[src/rtl/hann32_apply_if.sv]
// Stream bundle for the Hann window stage: sample input side, windowed output side.
interface hann32_apply_if #(parameter int DATA_W = 12);
  logic signed [DATA_W-1:0] in_data;
  logic                     in_valid;
  logic                     in_sof;
  logic                     in_ready;
  logic signed [DATA_W-1:0] out_data;
  logic                     out_valid;
  logic                     out_sof;
  logic                     out_last;
  logic                     out_ready;
  logic                     frame_err;

  modport slave (
    input  in_data, in_valid, in_sof, out_ready,
    output in_ready, out_data, out_valid, out_sof, out_last, frame_err
  );

  modport master (
    output in_data, in_valid, in_sof, out_ready,
    input  in_ready, out_data, out_valid, out_sof, out_last, frame_err
  );
endinterface

[src/rtl/hann32_apply.sv]
// 32-point Hann window applied to a framed signed stream; 2-stage pipeline,
// out = round_half_up(x * w[k] / 2048) with Q1.11 coefficients.
module hann32_apply #(
  parameter int DATA_W = 12
) (
  input  logic          clk,
  input  logic          rst_n,
  hann32_apply_if.slave bus
);
  localparam int N  = 32;
  localparam int PW = 2*DATA_W + 1;

  // Half table; the upper half mirrors around k=16 (w[k] = w[32-k]).
  function automatic logic [11:0] f_coef(input logic [4:0] k);
    logic [4:0] f;
    f = (k > 5'd16) ? (5'd0 - k) : k;
    case (f)
      5'd0:    f_coef = 12'd0;
      5'd1:    f_coef = 12'd20;
      5'd2:    f_coef = 12'd78;
      5'd3:    f_coef = 12'd173;
      5'd4:    f_coef = 12'd300;
      5'd5:    f_coef = 12'd455;
      5'd6:    f_coef = 12'd632;
      5'd7:    f_coef = 12'd824;
      5'd8:    f_coef = 12'd1024;
      5'd9:    f_coef = 12'd1224;
      5'd10:   f_coef = 12'd1416;
      5'd11:   f_coef = 12'd1593;
      5'd12:   f_coef = 12'd1748;
      5'd13:   f_coef = 12'd1875;
      5'd14:   f_coef = 12'd1970;
      5'd15:   f_coef = 12'd2028;
      default: f_coef = 12'd2048;
    endcase
  endfunction

  logic                     w_adv, w_acc;
  logic [4:0]               w_k;
  logic [4:0]               r_idx;
  logic [2:1]               r_vld_pipe;
  logic signed [DATA_W-1:0] r_s1_x;
  logic [11:0]              r_s1_w;
  logic                     r_s1_sof, r_s1_last;
  logic signed [DATA_W-1:0] r_out_data;
  logic                     r_out_sof, r_out_last, r_ferr;
  logic signed [PW-1:0]     w_x_ext, w_w_ext, w_p, w_rnd;

  assign w_adv = !r_vld_pipe[2] || bus.out_ready;
  assign w_acc = bus.in_valid && w_adv;
  assign w_k   = bus.in_sof ? 5'd0 : r_idx;

  // Operands widened to the full product width so the multiply is exact.
  assign w_x_ext = PW'(r_s1_x);
  assign w_w_ext = PW'({1'b0, r_s1_w});
  assign w_p     = w_x_ext * w_w_ext;
  assign w_rnd   = (w_p + PW'(1024)) >>> 11;

  always_ff @(posedge clk or negedge rst_n) begin
    if (!rst_n) begin
      r_idx  <= '0;
      r_ferr <= 1'b0;
    end else begin
      r_ferr <= w_acc && bus.in_sof && (r_idx != 5'd0);
      if (w_acc) r_idx <= w_k + 5'd1;
    end
  end

  always_ff @(posedge clk or negedge rst_n) begin
    if (!rst_n) begin
      r_vld_pipe <= '0;
      r_s1_x     <= '0;
      r_s1_w     <= '0;
      r_s1_sof   <= 1'b0;
      r_s1_last  <= 1'b0;
      r_out_data <= '0;
      r_out_sof  <= 1'b0;
      r_out_last <= 1'b0;
    end else if (w_adv) begin
      r_vld_pipe <= {r_vld_pipe[1], bus.in_valid};
      r_s1_x     <= bus.in_data;
      r_s1_w     <= f_coef(w_k);
      r_s1_sof   <= (w_k == 5'd0);
      r_s1_last  <= (w_k == 5'(N-1));
      r_out_data <= DATA_W'(w_rnd);
      r_out_sof  <= r_s1_sof;
      r_out_last <= r_s1_last;
    end
  end

  assign bus.in_ready  = w_adv;
  assign bus.out_data  = r_out_data;
  assign bus.out_valid = r_vld_pipe[2];
  assign bus.out_sof   = r_out_sof;
  assign bus.out_last  = r_out_last;
  assign bus.frame_err = r_ferr;
endmodule

[src/flat_wrapper.sv]
// flat-port wrapper written by rule: the top's interface ports become plain ports
module hann32_apply_flat 
#(
  parameter int DATA_W = 12
)
  (clk, rst_n, bus_in_data, bus_in_valid, bus_in_sof, bus_out_ready, bus_in_ready, bus_out_data, bus_out_valid, bus_out_sof, bus_out_last, bus_frame_err);
  hann32_apply_if #(.DATA_W(DATA_W)) bus_i ();
  input  logic clk;
  input  logic rst_n;
  input wire logic [$bits(bus_i.in_data)-1:0] bus_in_data;
  input wire logic [$bits(bus_i.in_valid)-1:0] bus_in_valid;
  input wire logic [$bits(bus_i.in_sof)-1:0] bus_in_sof;
  input wire logic [$bits(bus_i.out_ready)-1:0] bus_out_ready;
  output wire logic [$bits(bus_i.in_ready)-1:0] bus_in_ready;
  output wire logic [$bits(bus_i.out_data)-1:0] bus_out_data;
  output wire logic [$bits(bus_i.out_valid)-1:0] bus_out_valid;
  output wire logic [$bits(bus_i.out_sof)-1:0] bus_out_sof;
  output wire logic [$bits(bus_i.out_last)-1:0] bus_out_last;
  output wire logic [$bits(bus_i.frame_err)-1:0] bus_frame_err;
  assign bus_i.in_data = bus_in_data;
  assign bus_i.in_valid = bus_in_valid;
  assign bus_i.in_sof = bus_in_sof;
  assign bus_i.out_ready = bus_out_ready;
  assign bus_in_ready = bus_i.in_ready;
  assign bus_out_data = bus_i.out_data;
  assign bus_out_valid = bus_i.out_valid;
  assign bus_out_sof = bus_i.out_sof;
  assign bus_out_last = bus_i.out_last;
  assign bus_frame_err = bus_i.frame_err;
  hann32_apply #(.DATA_W(DATA_W)) u_core (.clk(clk), .rst_n(rst_n), .bus(bus_i));
endmodule
[config.mk]
export PLATFORM = sky130hd
export DESIGN_NAME = hann32_apply_flat
export DESIGN_NICKNAME = d
export VERILOG_FILES = /design/src/rtl/hann32_apply_if.sv /design/src/rtl/hann32_apply.sv /design/src/flat_wrapper.sv
export SDC_FILE = /design/constraint.sdc
export NUM_CORES = 1
export LEC_CHECK = 0
export ABC_AREA = 0
export ABC_CLOCK_PERIOD_IN_PS = 8700
export BUFFER_PORTS_ARGS = -buffer_cell sky130_fd_sc_hd__buf_2
export CAP_MARGIN = 0
export CELL_PAD_IN_SITES_DETAIL_PLACEMENT = 1
export CELL_PAD_IN_SITES_GLOBAL_PLACEMENT = 2
export CORE_ASPECT_RATIO = 1.2
export CORE_MARGIN = 2
export CORE_UTILIZATION = 43
export DETAILED_ROUTE_END_ITERATION = 8
export PLACE_DENSITY = 0.89
export SLEW_MARGIN = 20
export SYNTH_ARGS = -nofsm -noshare
export SYNTH_HDL_FRONTEND = slang
export SYNTH_SLANG_ARGS = --single-unit
[constraint.sdc]
create_clock -name clk -period 8.7 [get_ports clk]
set_input_delay 1.74 -clock clk [delete_from_list [all_inputs] [get_ports clk]]
set_output_delay 1.74 -clock clk [all_outputs]
set_load 0.01 [all_outputs]
==> results of run 1 <==
stage by stage:
stage               cells  power (mW)  hold WS (ps)  worst slack, ps
floorplan             790        2.13           435             3890
global placement      991        2.69           447             3470
detailed placement    991        2.77           458             3350
CTS                   999        3.06           473             3310
global route          999        3.37           500             3030
finish                999        3.02           469             3290
cell families (layout without fill, tap and decap cells):
kind of cell	after synthesis	count (layout)	share of synthesized area, %
buffers and inverters	169	170	9.28
flip-flops	48	48	17.5
adder cells (fa/ha/maj)	172	172	42.3
multiplexers	8	8	1.29
AO/OA/AOI/OAI	90	90	8.60
XOR/XNOR	17	17	2.17
AND/OR/NAND/NOR	286	286	18.9
per-layer routing:
metal  track usage, %  up-vias  routed length, um
met5                0        -                  0
met4             6.75        0                386
met3             1.64       25                352
met2             44.8       70              10300
met1             26.4     2722               7340
li1                 -     2468                  -
cell type report:
type | count | area share, %
sequential | 48 | 16.4
timing repair buffer | 37 | 2.66
clock inverter | 1 | 0.409
tap | 208 | 3.54
clock buffer | 7 | 2.08
inverter | 125 | 6.39
multi-input combinational | 573 | 68.6
worst max path at each step:
stage / from / end / slack (ps) / cells after the start
finish: u_core.r_s1_x[11]$_DFFE_PN0N_ / u_core.bus.out_data[11]$_DFFE_PN0N_ / 3290 / 16
global placement: u_core.r_s1_x[11]$_DFFE_PN0N_ / u_core.bus.out_data[9]$_DFFE_PN0N_ / 3470 / 14
detailed placement: u_core.r_s1_x[11]$_DFFE_PN0N_ / u_core.bus.out_data[11]$_DFFE_PN0N_ / 3350 / 16
global route: u_core.r_s1_x[11]$_DFFE_PN0N_ / u_core.bus.out_data[11]$_DFFE_PN0N_ / 3030 / 16
floorplan: u_core.r_s1_x[1]$_DFFE_PN0N_ / u_core.bus.out_data[10]$_DFFE_PN0N_ / 3890 / 18
CTS: u_core.r_s1_x[11]$_DFFE_PN0N_ / u_core.bus.out_data[11]$_DFFE_PN0N_ / 3310 / 16
registers in the layout, summed over array words and instances, names as in the netlist, 2 cells and up:
| signal | count |
|---|---|
| u_core.bus.out_data | 12 |
| u_core.r_idx | 5 |
| u_core.r_s1_w | 12 |
| u_core.r_s1_x | 12 |
| u_core.r_vld_pipe | 2 |
Yosys cell counts, types with 2 or more instances:
master,instances
a31oi_1,2
buf_1,2
a32oi_1,3
fa_1,100
inv_1,123
nor2_1,32
a32o_1,3
a21o_1,7
o22ai_1,3
nand2_1,162
a21oi_1,25
nand4_1,8
ha_1,72
xnor2_1,11
clkbuf_1,40
nand2b_1,9
o21ai_1,3
mux2i_1,4
dfrtp_1,48
o21ai_0,17
or2_1,2
buf_2,2
o2111ai_1,3
and2_1,48
a22o_1,5
o21a_1,2
o31ai_1,4
mux2_2,3
nor2b_1,6
a211oi_1,2
xor2_1,6
nor3_1,6
nand3_1,7
report_power, final:
part	internal (mW)	total (mW)	leakage (nW)	switching (mW)
combinational	0.937	2.35	3.03	1.42
sequential	0.296	0.420	0.595	0.125
clock	0.152	0.246	0.0901	0.0946
total	1.38	3.02	3.72	1.64
worst register-to-register path, delay by kind of cell (launching register included):
| kind | cells | cell delay, ps |
|---|---|---|
| fa+ha+maj | 6 | 2760 |
| compound gates | 4 | 770 |
| simple gates | 2 | 560 |
| buf+inv | 3 | 510 |
| flops | 1 | 500 |
| xor+xnor | 1 | 190 |
==> impl_metrics.ini, run 1 <==
[critical_path]
crit_required_ps = 8870
critPathKind = reg2reg
endpoint_kind = register
crit_buf_inv = 3
crit_path_top_delay_cell = fa_1
cp-start-kind = register
cp_top_family = adder cells
path_cells = clkinv_1 > nor2_1 > fa_1 > fa_1 > fa_1 > fa_1 > inv_1 > fa_1 > inv_1 > ha_1 > and2_1 > a21oi_1 > o31ai_1 > a311oi_1 > xnor2_1 > o21ai_1
r2r_cells = 16
reg2reg_from = u_core.r_s1_x[11]$_DFFE_PN0N_
r2r-end = u_core.bus.out_data[11]$_DFFE_PN0N_
cp_data_arrival_time_ps = 5580
reg2reg_slack_ps = 3290
cp_max_fo = 8
slowest_delay_ps = 510
cp_common_cell = fa_1

[power_and_ir_drop]
powerDensity_mw_per_mm2 = 411
ir_worst_vdd_mv = 0.259
p_leak_nw = 3.72

[routing]
first_pass_iters = 4
vias = 5285
drt_iter0_drc = 228
wl_per_cell_um = 18.4
drc = 0
vias_per_cell = 5.29
antenna_left = 0
wirelength_um = 18400

[floorplan]
start_util_pct = 43.9
dieWidth_um = 119
die_h_um = 142
die-area_sq_mm = 0.0170
core_area_sq_mm = 0.0156
io_pins = 34
num_rows = 50

[hold_path]
hp-start = u_core.r_vld_pipe[1]$_DFFE_PN0N_
hold_class = reg2reg
holdPathEnd = u_core.r_vld_pipe[2]$_DFFE_PN0N_
hold-path-cell-count = 1

[logic_synthesis]
synth_top_area_share_pct = 29.2
syn_area_per_cell_sq_um = 8.69
synth_async_sr_flop_share_pct = 100
ys_types = 53
ys_top_cells_by_area = fa_1 (29%), dfrtp_1 (17%), ha_1 (13%), nand2_1 (8.9%), inv_1 (6.7%)
synth_ff_type = dfrtp_1
yosys_warnings = 0
synthCells = 790
yosysTopAreaCell = fa_1
synth_edf_count = 0
syn_area_sq_mm = 0.00686
ys_ff_latch = 48
syn_nets = 979
ys_seq_area_share_pct = 17.5

[cells_and_area]
final_cell_mix = nand2_1 (162), inv_1 (123), fa_1 (100), ha_1 (72)
antennaDiodeCount = 0
regArea_sq_mm = 0.00120
fillCellCount = 1895
area.growth.synth_to_final_pct = 6.96
layout_commonest_cell = nand2_1
num-nets-final = 979
fin_area_sq_mm = 0.00734
drive_above_1_share_pct = 6.57
final_core_util_pct = 46.9
multiInputGateArea_sq_mm = 0.00503

[timing]
fmax_mhz = 185
hold_viol_final = 0
grt_setup_unrepaired = no
skew_ps = 10.0
period_minus_slack_ps = 5410
slew_headroom_pct = 51.8
setup_viol = 0
fin_setup_tns_ps = 0
worst_pin_slew_ps = 703
slew_viol_final = 0
post-route-period-util_pct = 62.1

[clocking]
hold_buffers = 0
cts-resized-gates = 0
numCtsBuffers = 5
path_clk_slew_ps = 70
htreeDepth = 2
cts_setup_buffers = 0
cts_tree = yes
clockRootBuffer = clkbuf_16
cts_max_path_buffers = 2
insertion_delay_ps = 300
cts.sinks = 48

[global_routing]
gr-total-overflow = 0
grt_usage_pct = 22.8
grt_antenna_before_repair = 0
grt_pass1_wl_um = 30500
grt_pass1_vias = 6003
grt_max_degree = 49

[place]
detailedPlacementHpwl_um = 14800
gp_congestion = 0.861
port_buffers = 33
placed_area_sq_mm = 0.00716

[outcome]
status = completed

[flow_run]
cap_violations = 0
Power figures use the tool's default switching activity.
==> run 2: changes to the inputs <==
--- a/config.mk
+++ b/config.mk
@@ -6,16 +6,16 @@
 export NUM_CORES = 1
 export LEC_CHECK = 0
 export ABC_AREA = 0
-export ABC_CLOCK_PERIOD_IN_PS = 8700
+export ABC_CLOCK_PERIOD_IN_PS = 4700
 export BUFFER_PORTS_ARGS = -buffer_cell sky130_fd_sc_hd__buf_2
 export CAP_MARGIN = 0
 export CELL_PAD_IN_SITES_DETAIL_PLACEMENT = 1
 export CELL_PAD_IN_SITES_GLOBAL_PLACEMENT = 2
 export CORE_ASPECT_RATIO = 1.2
 export CORE_MARGIN = 2
-export CORE_UTILIZATION = 43
+export CORE_UTILIZATION = 36
 export DETAILED_ROUTE_END_ITERATION = 8
-export PLACE_DENSITY = 0.89
+export PLACE_DENSITY = 0.8
 export SLEW_MARGIN = 20
 export SYNTH_ARGS = -nofsm -noshare
 export SYNTH_HDL_FRONTEND = slang
==> constraint.sdc (replaced) <==
create_clock -name clk -period 4.7 [get_ports clk]
set_input_delay 0.94 -clock clk [delete_from_list [all_inputs] [get_ports clk]]
set_output_delay 0.94 -clock clk [all_outputs]
set_load 0.01 [all_outputs]
==> run 2 against run 1 <==
  * The flow now finishes with violations (setup timing)
  * Design area grew 16%
  * Global-route usage decreased by 1.1 points
  * Non-clock buffer count is 104 higher
  * Critical path type unchanged
  * Largest cell class unchanged
==> impl_metrics.ini, run 2 (synthesis gave the netlist of run 1 again) <==
[floorplan]
num_rows = 55
io_pins = 34
start_util_pct = 36.5
die_h_um = 155
dieWidth_um = 130
die-area_sq_mm = 0.0202
core_area_sq_mm = 0.0188

[critical_path]
cp-start-kind = register
crit_required_ps = 4880
critPathKind = reg2reg
cp_max_fo = 4
cp_data_arrival_time_ps = 5000
endpoint_kind = register

[outcome]
status = finished, violations left
violations = setup timing

[timing]
setup_viol = 11
hold_viol_final = 0
post-route-period-util_pct = 103
grt_setup_unrepaired = yes
period_minus_slack_ps = 4820
setup_ws_ps = -121
slew_viol_final = 0
worst_pin_slew_ps = 700
slew_headroom_pct = 53.3
fmax_mhz = 207
skew_ps = 4.80

[routing]
antenna_left = 0
vias = 5777
vias_per_cell = 5.02
drt_iter0_drc = 181
wirelength_um = 20700
wl_per_cell_um = 18.0
drc = 0
first_pass_iters = 4

[global_routing]
grt_pass1_vias = 6711
grt_max_degree = 46
gr-total-overflow = 0
grt_antenna_before_repair = 0
grt_usage_pct = 21.7
grt_pass1_wl_um = 34200

[cells_and_area]
area.growth.synth_to_final_pct = 24.2
fin_area_sq_mm = 0.00853
drive_above_1_share_pct = 25.7
fillCellCount = 2198
final_cell_mix = nand2_1 (160), inv_1 (115), buf_4 (97), fa_1 (93), ha_1 (61)
layout_commonest_cell = nand2_1
num-nets-final = 1083
antennaDiodeCount = 0

[clocking]
cts.sinks = 48
hold_buffers = 0
path_clk_slew_ps = 80
clockRootBuffer = clkbuf_16
cts_max_path_buffers = 2
insertion_delay_ps = 310
numCtsBuffers = 5
cts_tree = yes
htreeDepth = 2

[place]
detailedPlacementHpwl_um = 16400
placed_area_sq_mm = 0.00786
port_buffers = 33
gp_congestion = 0.850

[flow_run]
cap_violations = 0

[hold_path]
hold_class = in2async
==> run 2: final timing paths <==
kind / start / endpoint / slack, ps / cells after the start
hold reg to reg: u_core.r_vld_pipe[1]$_DFFE_PN0N_ / u_core.r_vld_pipe[2]$_DFFE_PN0N_ / 470 / 1
setup reg to reg: u_core.r_s1_w[6]$_DFFE_PN0N_ / u_core.bus.out_data[1]$_DFFE_PN0N_ / -120 / 18
min in group clk: u_core.r_vld_pipe[1]$_DFFE_PN0N_ / u_core.r_vld_pipe[2]$_DFFE_PN0N_ / 470 / 1
hold / removal: rst_n / u_core.r_idx[1]$_DFFE_PN0P_ / 410 / 1
max in group asynchronous: rst_n / u_core.r_s1_x[1]$_DFFE_PN0N_ / 3360 / 2
setup / recovery: u_core.r_s1_w[6]$_DFFE_PN0N_ / u_core.bus.out_data[1]$_DFFE_PN0N_ / -120 / 18
==> run 2: repair_timing <==
item	in CTS	in global routing
hold endpoints to repair	0	0
setup buffers	15	9
pin swaps	44	39
resized for setup	58	33
endpoints found under the setup margin	12	12
==> run 2: per-layer routing <==
layer	global-route usage, %	share of wire (%)	up-vias
met4	7.58	3.2	0
met3	2.72	2.2	41
li1	-	-	2672
met1	25.5	39	2973
met5	0	0	-
met2	40.3	56	91
==> run 2: worst max-delay path: stages (launching register included) <==
cell and delay [ps]:
dfrtp_2 430, buf_4 160, buf_4 140, and2_1 140
fa_1 530, ha_4 220, fa_1 490, inv_2 50
fa_1 530, inv_2 40, fa_1 510, ha_4 310
nand4_1 110, o221a_4 320, o21ai_4 260, buf_4 160
buf_6 80, xnor2_1 110, a21oi_1 90
==> run 2: per-stage QoR <==
step                      util, %  TNS, ps  setup WS [ps]  cells  hold WS [ps]
after CTS                    44.5     -867           -144   1142           411
after global routing         45.4    -2670           -280   1151           411
after global placement       41.9    -1300           -263   1120           444
after detailed placement     41.9    -1980           -288   1120           462
after floorplan                 -        0           3.67    790           435
final                        45.4     -778           -121   1151           413
==> run 2: layout make-up <==
cell class	count	area (sq um)	area share, %
Multi-Input combinational cell	573	5340	62.7
Sequential cell	48	1220	14.3
Timing Repair Buffer	141	1010	11.9
Inverter	125	474	5.56
Tap cell	256	320	3.76
Clock buffer	6	139	1.63
Clock inverter	2	17.5	0.205
Power of run 2 is not shown: default switching activity piles up to over one toggle a cycle in this logic, so the estimate is an artifact.
